===== src/rtl/corevx_ifetch_port_pkg.sv =====
// corevx_ifetch_port_pkg: cache command/response codes and local types for the instruction fetch port.
package corevx_ifetch_port_pkg;
    localparam logic [3:0] CACHE_CMD_NONE       = 4'd0;
    localparam logic [3:0] CACHE_CMD_EXECUTE    = 4'd1;
    localparam logic [3:0] CACHE_CMD_FLUSH_ALL  = 4'd2;
    localparam logic [3:0] CACHE_RESPONSE_IDLE        = 4'd0;
    localparam logic [3:0] CACHE_RESPONSE_WAIT        = 4'd1;
    localparam logic [3:0] CACHE_RESPONSE_DONE        = 4'd2;
    localparam logic [3:0] CACHE_RESPONSE_MISSALIGNED = 4'd3;
    localparam logic [3:0] CACHE_RESPONSE_ACCESSFAULT = 4'd4;
    localparam logic [3:0] CACHE_RESPONSE_PAGEFAULT   = 4'd5;

    typedef enum logic [1:0] {ST_INIT, ST_IDLE, ST_REFILL} state_t;

    // Unsigned offset test covers both the below-base and above-top cases.
    function automatic logic in_region(input logic [31:0] addr, input logic [31:0] base, input logic [31:0] size);
        return (addr - base) < size;
    endfunction
endpackage


===== src/rtl/corevx_ifetch_linebuf.sv =====
// corevx_ifetch_linebuf: single-line buffer with tag, valid bit, beat-indexed write and combinational read.
module corevx_ifetch_linebuf #(
    parameter int LINE_WORDS = 4,
    parameter int TW = 28
) (
    input  logic                          clk,
    input  logic                          rst,
    input  logic                          clear,
    input  logic                          set_valid,
    input  logic                          tag_load,
    input  logic [TW-1:0]                 tag_in,
    input  logic                          wr_en,
    input  logic [$clog2(LINE_WORDS)-1:0] wr_idx,
    input  logic [31:0]                   wr_data,
    input  logic [$clog2(LINE_WORDS)-1:0] rd_idx,
    output logic [31:0]                   rd_data,
    output logic [TW-1:0]                 tag,
    output logic                          valid
);
    logic [31:0] words [LINE_WORDS];

    always_ff @(posedge clk or posedge rst) begin
        if (rst) begin
            tag   <= '0;
            valid <= 1'b0;
        end else begin
            valid <= clear ? 1'b0 : set_valid ? 1'b1 : valid;
            if (tag_load) tag <= tag_in;
        end
    end

    always_ff @(posedge clk) begin
        if (wr_en) words[wr_idx] <= wr_data;
    end

    assign rd_data = words[rd_idx];
endmodule


===== src/rtl/corevx_ifetch_port.sv =====
// corevx_ifetch_port: instruction-side cache command responder backed by a one-line buffer
// refilled over a word-burst memory bus.
module corevx_ifetch_port
    import corevx_ifetch_port_pkg::*;
#(
    parameter int          LINE_WORDS = 4,
    parameter logic [31:0] MEM_BASE   = 32'h0000_0000,
    parameter logic [31:0] MEM_SIZE   = 32'h0001_0000
) (
    input  logic        clk,
    input  logic        rst,
    input  logic [3:0]  c_cmd,
    input  logic [31:0] c_address,
    output logic [3:0]  c_response,
    output logic [31:0] c_load_data,
    output logic        c_reset_done,
    output logic        m_req,
    output logic [31:0] m_addr,
    input  logic        m_rvalid,
    input  logic [31:0] m_rdata,
    input  logic        m_rerr,
    input  logic        m_rlast
);
    localparam int OW = $clog2(LINE_WORDS);
    localparam int LB = OW + 2;
    localparam int TW = 32 - LB;

    state_t        state;
    logic [OW-1:0] cnt;
    logic          err;
    logic [TW-1:0] tag;
    logic          valid;
    logic [31:0]   rd_data;
    logic          is_exec, is_flush, misal, oor, hit, miss, last, err_now, same;

    always_comb begin
        is_exec  = c_cmd == CACHE_CMD_EXECUTE;
        is_flush = c_cmd == CACHE_CMD_FLUSH_ALL;
        misal    = c_address[1:0] != 2'b00;
        oor      = !in_region(c_address, MEM_BASE, MEM_SIZE);
        hit      = valid && tag == c_address[31:LB];
        miss     = state == ST_IDLE && is_exec && !misal && !oor && !hit;
        last     = state == ST_REFILL && m_rvalid && m_rlast;
        err_now  = err || m_rerr;
        same     = c_address[31:LB] == m_addr[31:LB];
    end

    corevx_ifetch_linebuf #(.LINE_WORDS(LINE_WORDS), .TW(TW)) u_linebuf (
        .clk       (clk),
        .rst       (rst),
        .clear     (miss || (state == ST_IDLE && is_flush)),
        .set_valid (last && !err_now),
        .tag_load  (miss),
        .tag_in    (c_address[31:LB]),
        .wr_en     (state == ST_REFILL && m_rvalid),
        .wr_idx    (cnt),
        .wr_data   (m_rdata),
        .rd_idx    (c_address[LB-1:2]),
        .rd_data   (rd_data),
        .tag       (tag),
        .valid     (valid)
    );

    always_ff @(posedge clk or posedge rst) begin
        if (rst) begin
            state        <= ST_INIT;
            c_response   <= CACHE_RESPONSE_IDLE;
            c_load_data  <= '0;
            c_reset_done <= 1'b0;
            m_req        <= 1'b0;
            m_addr       <= '0;
            cnt          <= '0;
            err          <= 1'b0;
        end else begin
            case (state)
                ST_INIT: begin
                    state        <= ST_IDLE;
                    c_reset_done <= 1'b1;
                    c_response   <= CACHE_RESPONSE_IDLE;
                end
                ST_IDLE: begin
                    c_response <= !is_exec ? (is_flush ? CACHE_RESPONSE_DONE : CACHE_RESPONSE_IDLE) :
                                  misal ? CACHE_RESPONSE_MISSALIGNED :
                                  oor ? CACHE_RESPONSE_ACCESSFAULT :
                                  hit ? CACHE_RESPONSE_DONE : CACHE_RESPONSE_WAIT;
                    if (is_exec && !misal && !oor && hit) c_load_data <= rd_data;
                    if (miss) begin
                        state  <= ST_REFILL;
                        m_req  <= 1'b1;
                        m_addr <= {c_address[31:LB], {LB{1'b0}}};
                        cnt    <= '0;
                        err    <= 1'b0;
                    end
                end
                default: begin
                    // A counter wrap before the last beat means the burst was too long.
                    if (m_rvalid) begin
                        cnt <= cnt + 1'b1;
                        if (m_rerr || (&cnt && !m_rlast)) err <= 1'b1;
                    end
                    c_response <= CACHE_RESPONSE_WAIT;
                    if (last) begin
                        state      <= ST_IDLE;
                        m_req      <= 1'b0;
                        c_response <= !is_exec ? (is_flush ? CACHE_RESPONSE_WAIT : CACHE_RESPONSE_IDLE) :
                                      !same ? CACHE_RESPONSE_WAIT :
                                      err_now ? CACHE_RESPONSE_ACCESSFAULT : CACHE_RESPONSE_DONE;
                        if (is_exec && same && !err_now)
                            c_load_data <= (c_address[LB-1:2] == cnt) ? m_rdata : rd_data;
                    end
                end
            endcase
        end
    end
endmodule


===== config.mk =====
export PLATFORM = sky130hd
export DESIGN_NAME = corevx_ifetch_port
export DESIGN_NICKNAME = d
export VERILOG_FILES = /design/src/rtl/corevx_ifetch_port_pkg.sv /design/src/rtl/corevx_ifetch_linebuf.sv /design/src/rtl/corevx_ifetch_port.sv
export SDC_FILE = /design/constraint.sdc
export NUM_CORES = 1
export LEC_CHECK = 0
export ABC_CLOCK_PERIOD_IN_PS = 6900
export BUFFER_PORTS_ARGS = -buffer_cell sky130_fd_sc_hd__clkbuf_2
export CORE_AREA = 2 2 199 201
export CTS_CLUSTER_DIAMETER = 80
export DETAILED_ROUTE_END_ITERATION = 8
export DIE_AREA = 0 0 201 203
export HOLD_SLACK_MARGIN = 0.1
export PLACE_DENSITY = 0.5
export SYNTH_ARGS = -nofsm -noshare
export SYNTH_HDL_FRONTEND = slang
export SYNTH_SLANG_ARGS = --single-unit

===== constraint.sdc =====
create_clock -name clk -period 6.9 [get_ports clk]
set_input_delay 0.69 -clock clk [delete_from_list [all_inputs] [get_ports clk]]
set_output_delay 0.69 -clock clk [all_outputs]
set_load 0.03 [all_outputs]

Word-level counts from Yosys, hierarchy flattened
Memory sizes are Yosys's and may differ from the RTL's.
Cells that the tools add are included.
{"block": "totals", "regBits": 100, "ramBits": 128, "mem_count": 1, "elab_cells": 93, "in_bits": 73}
{"memory": "u_linebuf.words", "depth": 4, "width": 32, "rd": 1, "rd_clocked_by_memory_dff": 0, "write_ports": 1, "line_no": "corevx_ifetch_linebuf.sv:20", "text": "logic [31:0] words [LINE_WORDS];"}
{"block": "op_classes", "reduce_logical": 37, "order_cmp": 1, "n_eq_ne": 9, "addsub": 1, "bitwise_logic": 1, "muxes": 33}
{"op": "32-bit two-way mux", "n": 4}
{"op": "32-bit case mux with 2 select lines", "n": 1}
{"op": "28-bit equality test", "n": 2}
{"op": "32-bit by 17-bit less-than comparator with 1-bit output (second input constant)", "n": 1}
{"op": "3-bit two-way mux", "n": 7}
{"op": "1-bit logical AND", "n": 15}
{"op": "2-bit two-way mux", "n": 6}
{"op": "2-bit nonzero test", "n": 6}
{"op": "1-bit two-way mux", "n": 10}
{"op": "2-bit case mux with 2 select lines", "n": 2}
{"op": "4-bit AND reduction", "n": 2}
{"op": "3-bit case mux with 2 select lines", "n": 1}
{"op": "2-bit AND reduction", "n": 3}
{"op": "3-bit AND reduction", "n": 2}
{"op": "4-bit by 1-bit equality test with 1-bit output (second input constant)", "n": 1}
{"op": "4-bit by 2-bit equality test with 1-bit output (second input constant)", "n": 1}
{"op": "1-bit zero test", "n": 4}
{"op": "1-bit case mux with 2 select lines", "n": 2}
{"op": "1-bit logical OR", "n": 3}
{"op": "3-bit nonzero test", "n": 1}
{"op": "2-bit by 1-bit adder with 2-bit output (second input constant)", "n": 1}
{"op": "2-bit by 1-bit equality test with 1-bit output (second input constant)", "n": 1}
{"op": "2-bit equality test", "n": 1}
{"op": "2-bit equality test (second input constant)", "n": 1}
{"op": "4 further kinds", "n": 4}

Logic depth before layout (Yosys ltp)
Gate-level depths: netlist of the first run.
{"block": "depth", "ltp_word": 7, "mapped_depth": 8}

By module
A second synthesis of the first run with hierarchy kept.
{"block": "hier_totals", "hier_cells": 551, "hier_area_um2": 9783.1}
{"mod": "corevx_ifetch_linebuf", "cells_each": 233, "n_inst": 1, "area_each_um2": 5759.3}
{"mod": "corevx_ifetch_port", "cells_each": 318, "n_inst": 1, "area_each_um2": 4023.9}

Least setup slack after synthesis of the first run
No wires, ideal clock.
{"block": "synth_timing", "path_type": "input to register", "start": "in c_address[28]", "end": "reg m_addr[10]", "n_path_buf": 2, "stages": 8, "required_time_ns": 6.775, "arrival_ns": 2.902, "setup_slack_ns": 3.873, "setup_ns": 0.125, "path_cell_list": "xor2_1 > or4_1 > or4_1 > or3_4 > nor2b_4 > buf_6 > buf_12 > mux2_4"}
{"block": "synth_via", "elab_chain_cells": 5, "elab_cells_between_ends": 7, "classes_between": "order compare: 1; eq/ne: 1; reduce/logical: 5"}
{"element": "from (decl)", "line_no": "corevx_ifetch_port.sv:13", "text": "input logic [31:0] c_address,"}
{"element": "parallel branches: the longest is 3 deep, another holds 32-bit by 17-bit less-than comparator with 1-bit output"}
{"element": "1-bit logical AND (*)", "line_no": "corevx_ifetch_port.sv:42", "text": "miss = state == ST_IDLE && is_exec && !misal && !oor && !hit;"}
{"element": "2-bit AND reduction (no line) (*)"}
{"element": "to (signal assigned)", "line_no": "corevx_ifetch_port.sv:90", "text": "m_addr <= {c_address[31:LB], {LB{1'b0}}};"}
{"element": "to (decl)", "line_no": "corevx_ifetch_port.sv:18", "text": "output logic [31:0] m_addr,"}
Every way passes the cells marked *.
A chain may end at the register's enable or synchronous reset.

Final worst setup path of the first run
{"block": "layout_timing", "start": "in c_cmd[1]", "end": "reg u_linebuf.tag[9]"}
{"block": "layout_via", "elab_chain_cells": 5}
{"element": "from (decl)", "line_no": "corevx_ifetch_port.sv:12", "text": "input logic [3:0] c_cmd,"}
{"element": "4-bit by 1-bit equality test with 1-bit output", "line_no": "corevx_ifetch_port.sv:37", "text": "is_exec = c_cmd == CACHE_CMD_EXECUTE;"}
{"element": "1-bit logical AND (4 in series)", "line_no": "corevx_ifetch_port.sv:42"}
{"element": "to (signal assigned)", "line_no": "corevx_ifetch_linebuf.sv:28", "text": "if (tag_load) tag <= tag_in;"}
{"element": "to (decl)", "line_no": "corevx_ifetch_linebuf.sv:17", "text": "output logic [TW-1:0] tag,"}
No other way between the ends.

==> flow_metrics.tcl, run 1 <==
set metrics [dict create \
    cts.sink_count 227 \
    post_synth_most_frequent_cells "128 x sky130_fd_sc_hd__edfxtp_1, 99 x sky130_fd_sc_hd__dfrtp_1, 67 x sky130_fd_sc_hd__mux2_2" \
    synth_flop_cell "sky130_fd_sc_hd__edfxtp_1" \
    fmax_mhz 298 \
    netlist_area_pre_place_um2 9550 \
    number_of_buffers_added_by_the_clock_tree_synthesis_step 27 \
    placement.io_buffers 137 \
    drt-total-wl_um 22700 \
    drtAntennaViolNets 0 \
    cts.reportedPaths.clkPinSlew_ps 60 \
    detail_route.wl_per_cell_um 18.3 \
    synth_area_leaders "sky130_fd_sc_hd__edfxtp_1 40%, sky130_fd_sc_hd__dfrtp_1 26%, sky130_fd_sc_hd__mux2_2 7.9%, sky130_fd_sc_hd__mux4_2 7.5%, sky130_fd_sc_hd__mux2_4 3.3%" \
    die_area_um2 40800 \
    period_minus_slack_ps 3360 \
    hold_path_class "input pin to asynchronous set/reset pin" \
    synth_edf_count 128 \
    final.period_utilization_pct 48.7 \
    clk_path_buf_depth 3 \
    die_width_um 201 \
    status "complete, no violations" \
    utilization_pct 30.2 \
    overall_routing_resource_usage_pct 11.1 \
    synth.lib_cells_used.distinct 41 \
    yosysMostFrequentCell "sky130_fd_sc_hd__edfxtp_1" \
    timing.reg2reg.setup_slack_ps 3840 \
    num_antenna_cells 0 \
    postSynthCellCount 555 \
    synthToLayoutAreaGrowth_pct 21.8 \
    clock_tree.htree_level_count 1 \
    pin_count_of_the_biggest_net_entering_global_routing 69 \
    worstReg2RegEnd "m_addr[9]" \
    cp.arrival_ps 3780 \
    timing.setup.tns_ps 0 \
    worst-path-max-fanout 32 \
    postCtsHoldBufs 0 \
    clock-root-buffer "sky130_fd_sc_hd__clkbuf_16" \
    rows 72 \
    first_pass_iters 6 \
    global_route_wire_length_before_repair_um 34800 \
    ys_seq_area_share_pct 66.2 \
    critical_path_required_ps 7330 \
    detail_route.vias_per_cell 4.22 \
    netlist.area_leader.share_pct 40.2 \
    place.gp.congestion 0.754 \
    synth.ff_latch_count 227 \
    drc_errors 0 \
    post-layout-total-power_mw 2.91 \
    grt_pass1_vias 5630 \
    slew_viol_final 0 \
    unrepaired_setup_endpoints_after_global_routing "false" \
    floorplan.initialDensity_pct 24.8 \
    worst_clock_skew_ps 14.6 \
    dpl.hpwl_um 14000 \
    detailroute.via_count 5234 \
    peakVddDrop_v 0.000159 \
    timing_hold_violations_final 0 \
    setup.worst_path.class "input pin to flip-flop" \
    placed_cells 1191 \
    synth_area_leader_cell "sky130_fd_sc_hd__edfxtp_1" \
    crit_path_start_kind "input pin" \
    overflow 0 \
    timing.final.setup_violations 0 \
    worst_pin_slew_ps 1090 \
    cts_setup_buffers 0 \
    drt_iter0_markers 188 \
    synth_warnings 0 \
    core_region_area_um2 38500 \
    design.final.nets 779 \
    maxSlewHeadroom_pct 27.4 \
    grt_antenna_before_repair 2 \
    power.density_cell_area_nw_per_um2 250 \
    ioPinCount 143 \
    regToRegStartpoint "u_linebuf.tag[24]" \
    max-cap-violations 0 \
    fraction_of_synthesis_flops_using_an_asynchronous_set_or_reset_pin_pct 43.6 \
    total_leakage_power_nw 4.78 \
    drive_gt1_share_pct 42.6 \
    clock_latency_reported_for_the_late_side_of_the_worst_skew_pair_ps 540 \
    cts_tree "yes" \
    synth.avg_cell_area_um2 17.2 \
    post_cts.resized_instances 0 \
    finish.cell_count_without_fillers 1241 \
    die_height_um 203 \
    endpoint_class_of_the_critical_path "flip-flop" \
    r2r.worst_path.cells 7 \
]
-- layout make-up --
type	instances	area [µm²]
Clock inverter	14	109
Tap cell	518	648
Multi-Input combinational cell	298	3070
Clock buffer	36	739
Timing Repair Buffer	142	723
Fill cell	3881	26800
Sequential cell	227	6320
Inverter	6	25.0
-- critical path, stage by stage --
cell and delay (ps):
sky130_fd_sc_hd__clkbuf_2 90, sky130_fd_sc_hd__nor4b_1 840, sky130_fd_sc_hd__and2_1 310, sky130_fd_sc_hd__nand3_1 210
sky130_fd_sc_hd__nor2b_4 660, sky130_fd_sc_hd__buf_4 560, sky130_fd_sc_hd__mux2_2 390
-- worst max-delay path by stage --
stage          startpoint           endpoint  slack (ps)  cells past startpoint
6_report         c_cmd[1]   u_linebuf.tag[9]        3540                      7
5_1_grt          c_cmd[1]   u_linebuf.tag[8]        3330                      7
4_1_cts          c_cmd[1]   u_linebuf.tag[8]        3510                      7
3_5_place_dp     c_cmd[1]   u_linebuf.tag[9]        2940                      7
3_3_place_gp     c_cmd[1]  u_linebuf.tag[10]        2970                      7
2_1_floorplan         rst     c_load_data[0]        3620                      1
-- logic make-up (layout without fill, tap and decap cells) --
group	Yosys count	count (layout)	share of synthesized area (%)
buffers and inverters	34	198	2.08
AND/OR/NAND/NOR	95	95	6.04
flip-flops	227	227	66.2
other	1	5	0.0392
multiplexers	120	120	18.7
XOR/XNOR	58	58	5.32
AO/OA/AOI/OAI	16	16	1.10
adder cells (fa/ha/maj)	4	4	0.524
-- power by group --
group	switching [mW]	total [mW]	internal, mW
combinational	0.0730	0.123	0.0498
sequential	0.000126	1.44	1.44
clock	0.559	1.35	0.791
-- through the flow --
| step | setup WS (ps) | area [µm²] | hold slack, ps |
|---|---|---|---|
| after global placement | 2970 | 10800 | 464 |
| after global routing | 3330 | 11600 | 216 |
| after CTS | 3510 | 11600 | 202 |
| after detailed placement | 2940 | 10800 | 468 |
| after floorplan | 3620 | 9570 | 454 |
| final | 3540 | 11600 | 197 |
-- placed cells by master, fill, tap and decap left out, types with 4 or more instances in the layout --
cell,synthesis,final
sky130_fd_sc_hd__dfrtp_1,99,99
sky130_fd_sc_hd__nand4_1,10,10
sky130_fd_sc_hd__ha_1,4,4
sky130_fd_sc_hd__clkbuf_16,0,27
sky130_fd_sc_hd__clkbuf_2,0,137
sky130_fd_sc_hd__mux2_2,67,67
sky130_fd_sc_hd__clkbuf_1,12,6
sky130_fd_sc_hd__nor2_1,9,9
sky130_fd_sc_hd__clkinv_1,0,7
sky130_fd_sc_hd__buf_4,5,5
sky130_fd_sc_hd__and2_2,0,4
sky130_fd_sc_hd__edfxtp_1,128,128
sky130_fd_sc_hd__o21ai_0,4,4
sky130_fd_sc_hd__mux2_4,21,21
sky130_fd_sc_hd__conb_1,1,5
sky130_fd_sc_hd__xnor2_1,25,25
sky130_fd_sc_hd__xor2_1,33,33
sky130_fd_sc_hd__inv_1,6,5
sky130_fd_sc_hd__mux4_2,32,32
sky130_fd_sc_hd__nor4_1,10,10
sky130_fd_sc_hd__nand2_1,8,8
sky130_fd_sc_hd__nand3_1,8,8
sky130_fd_sc_hd__nor2b_1,32,32
-- layer usage --
layer  global-route usage (%)  routed length [µm]  vias to the layer above
met1                     15.0               10500                     2688
met5                        0                  18                        -
met4                     2.75                 488                        4
met2                     18.1               10500                      138
met3                     2.58                1190                       28
li1                         -                   -                     2376
-- registers in the layout, summed over array words and instances (netlist names) --
name             cells
m_addr              28
state                2
u_linebuf.valid      1
c_reset_done         1
u_linebuf.words    128
u_linebuf.tag       28
c_load_data         32
err                  1
m_req                1
cnt                  2
c_response           3
No activity file was read; power rests on OpenSTA's default activity.
==> inputs of run 2 (changes only) <==
--- a/config.mk
+++ b/config.mk
@@ -5,7 +5,7 @@
 export SDC_FILE = /design/constraint.sdc
 export NUM_CORES = 1
 export LEC_CHECK = 0
-export ABC_CLOCK_PERIOD_IN_PS = 6900
+export ABC_CLOCK_PERIOD_IN_PS = 3500
 export BUFFER_PORTS_ARGS = -buffer_cell sky130_fd_sc_hd__clkbuf_2
 export CORE_AREA = 2 2 199 201
 export CTS_CLUSTER_DIAMETER = 80
==> constraint.sdc (replaced) <==
create_clock -name clk -period 3.5 [get_ports clk]
set_input_delay 0.35 -clock clk [delete_from_list [all_inputs] [get_ports clk]]
set_output_delay 0.35 -clock clk [all_outputs]
set_load 0.03 [all_outputs]
==> run 2 against run 1 <==
  * Die area unchanged
  * Via count up 1.2%
  * Final cell count up 3.3%
  * Combinational power up 120%
  * Worst hold slack worse by 62 ps
  * Sequential share of layout area down 2.2 points
  * Critical endpoint is now u_linebuf.tag[5]
  * Largest cell class unchanged
  * Highest routed layer unchanged
==> flow_metrics.tcl, run 2 (same netlist as run 1, synthesis figures left out) <==
set metrics [dict create \
    critical-path-slowest-cell "sky130_fd_sc_hd__or4_1" \
    design.final.nets 822 \
    setup.worst_path.class "flip-flop to flip-flop" \
    die_area_um2 40800 \
    die_width_um 201 \
    internal_power_mw 4.55 \
    worst_pin_slew_ps 1150 \
    crit_family "simple AND/OR/NAND/NOR gates" \
    floorplan.initialDensity_pct 24.8 \
    n_fill_cell 3835 \
    crit_path_start_kind "flip-flop" \
    unrepaired_setup_endpoints_after_global_routing "false" \
    rows 72 \
    detail_route.wl_per_cell_um 17.9 \
    dpl.hpwl_um 14700 \
    drt_iter0_markers 223 \
    number_of_buffers_added_by_the_clock_tree_synthesis_step 26 \
    die_height_um 203 \
    p_switching_mw 1.22 \
    power.share.switching_pct 21.1 \
    worst-path-max-fanout 37 \
    most_used_cells_in_the_layout_excluding_fill_and_tap_cells "137 x sky130_fd_sc_hd__clkbuf_2, 128 x sky130_fd_sc_hd__edfxtp_1, 99 x sky130_fd_sc_hd__dfrtp_1, 67 x sky130_fd_sc_hd__mux2_2, 35 x sky130_fd_sc_hd__dlygate4sd3_1" \
    power.share.combinational_pct 4.7 \
    endpoint_class_of_the_critical_path "flip-flop" \
    core_region_area_um2 38500 \
    detail_route.vias_per_cell 4.13 \
    clockPowerShare_pct 46.2 \
    grt_pass1_vias 5631 \
    final_common_cell "sky130_fd_sc_hd__clkbuf_2" \
    largest_reg_flops 128 \
    worst_clock_skew_ps 15.9 \
    overall_routing_resource_usage_pct 11.3 \
    first_pass_iters 4 \
    final.period_utilization_pct 84.4 \
    grt_antenna_before_repair 1 \
    clock_latency_reported_for_the_late_side_of_the_worst_skew_pair_ps 540 \
    drc_errors 0 \
    largestRegisters "u_linebuf.words x128, c_load_data x32" \
    status "complete, no violations" \
    clk_path_buf_depth 3 \
    final-seq-area_um2 6320 \
    crit_path_cell_trace "xor2_1 > or4_1 > or4_1 > or3_4 > nor2b_4 > buf_12 > mux2_4" \
    timing.setup.tns_ps 0 \
    overflow 0 \
    pin_count_of_the_biggest_net_entering_global_routing 61 \
    period_minus_slack_ps 2950 \
    cts.sink_count 227 \
    drtAntennaViolNets 0 \
    place.gp.congestion 0.756 \
    synthToLayoutAreaGrowth_pct 26.9 \
    clock_tree.htree_level_count 1 \
    num_antenna_cells 0 \
    fmax_mhz 339 \
    timing.critical_path.mode_cell "sky130_fd_sc_hd__or4_1" \
    clock-root-buffer "sky130_fd_sc_hd__clkbuf_16" \
    global_route_wire_length_before_repair_um 34800 \
    multi_input_combinational_cell_area_um2 3070 \
    max-cap-violations 0 \
    drive_gt1_share_pct 41.6 \
    detailroute.via_count 5295 \
    maxSlewHeadroom_pct 23.5 \
    placement.io_buffers 137 \
    peakVddDrop_v 0.000273 \
    cts_tree "yes" \
    power.density_cell_area_nw_per_um2 476 \
    critical-path-max-stage-delay_ps 520 \
    regMostFlops "u_linebuf.words" \
    cp.arrival_ps 3360 \
    ioPinCount 143 \
    critical_path.n_buffers_inverters 1 \
    cts_setup_buffers 0 \
    cts.reportedPaths.clkPinSlew_ps 60 \
    slew_viol_final 0 \
    critical_path_required_ps 3910 \
    total_leakage_power_nw 4.99 \
    p_seq_share_pct 49.0 \
    hold_path_class "input pin to flip-flop" \
    timing.final.setup_violations 0 \
    drt-total-wl_um 22900 \
    post-layout-total-power_mw 5.78 \
    timing_hold_violations_final 0 \
]
run 2: layer usage:
layer	track usage [%]	routed length (µm)
met4	2.41	394
met1	15.2	10500
met3	2.76	1230
met2	18.5	10800
met5	0	13
run 2: power groups by stage:
stage	sequential (mW)	combinational (mW)	clock, mW
finish	2.83	0.274	2.67
global route	2.83	0.304	2.90
CTS	2.83	0.284	2.78
detailed placement	2.88	0.250	0
global placement	2.88	0.250	0
floorplan	2.89	0.128	0
run 2: layout make-up:
cell class              instances  share of cell area (%)
clock buffers                  39                    6.36
inverters                       6                   0.206
repair buffers                186                    9.93
well taps                     518                    5.35
multi-input cells             298                    25.3
flip-flops and latches        227                    52.1
clock inverters                 8                   0.692
run 2: worst reg2reg max path, delay by kind of cell (launching register included):
kind          cells  cell delay [ps]
simple gates      4             1740
flops             1              390
buf+inv           1              240
mux               1              290
xor+xnor          1              180
run 2: what timing repair did:
action,4_1_cts,5_1_grt
gates resized for setup,0,0
endpoints found under the hold margin,189,0
hold buffers,35,0
run 2: per-stage QoR:
step	cell area [µm²]	hold slack (ps)	util (%)	setup slack [ps]	std cells
CTS	12100	101	31.5	538	1282
global route	12100	119	31.5	429	1282
floorplan	9570	449	-	560	559
detailed placement	10900	471	28.4	325	1200
global placement	10900	461	28.4	242	1200
finish	12100	135	31.5	548	1282
run 2: path summary, 6_finish.rpt:
kind	cells after the start	to	from	slack, ps
max in group asynchronous	4	u_linebuf.tag[18]	rst	2090
min in group asynchronous	3	c_load_data[31]	rst	550
worst max register to register	7	u_linebuf.tag[5]	u_linebuf.tag[24]	550
worst min register to register	1	c_reset_done	c_reset_done	480
worst min-delay path	2	m_addr[15]	c_address[15]	130
worst max-delay path	7	u_linebuf.tag[5]	u_linebuf.tag[24]	550
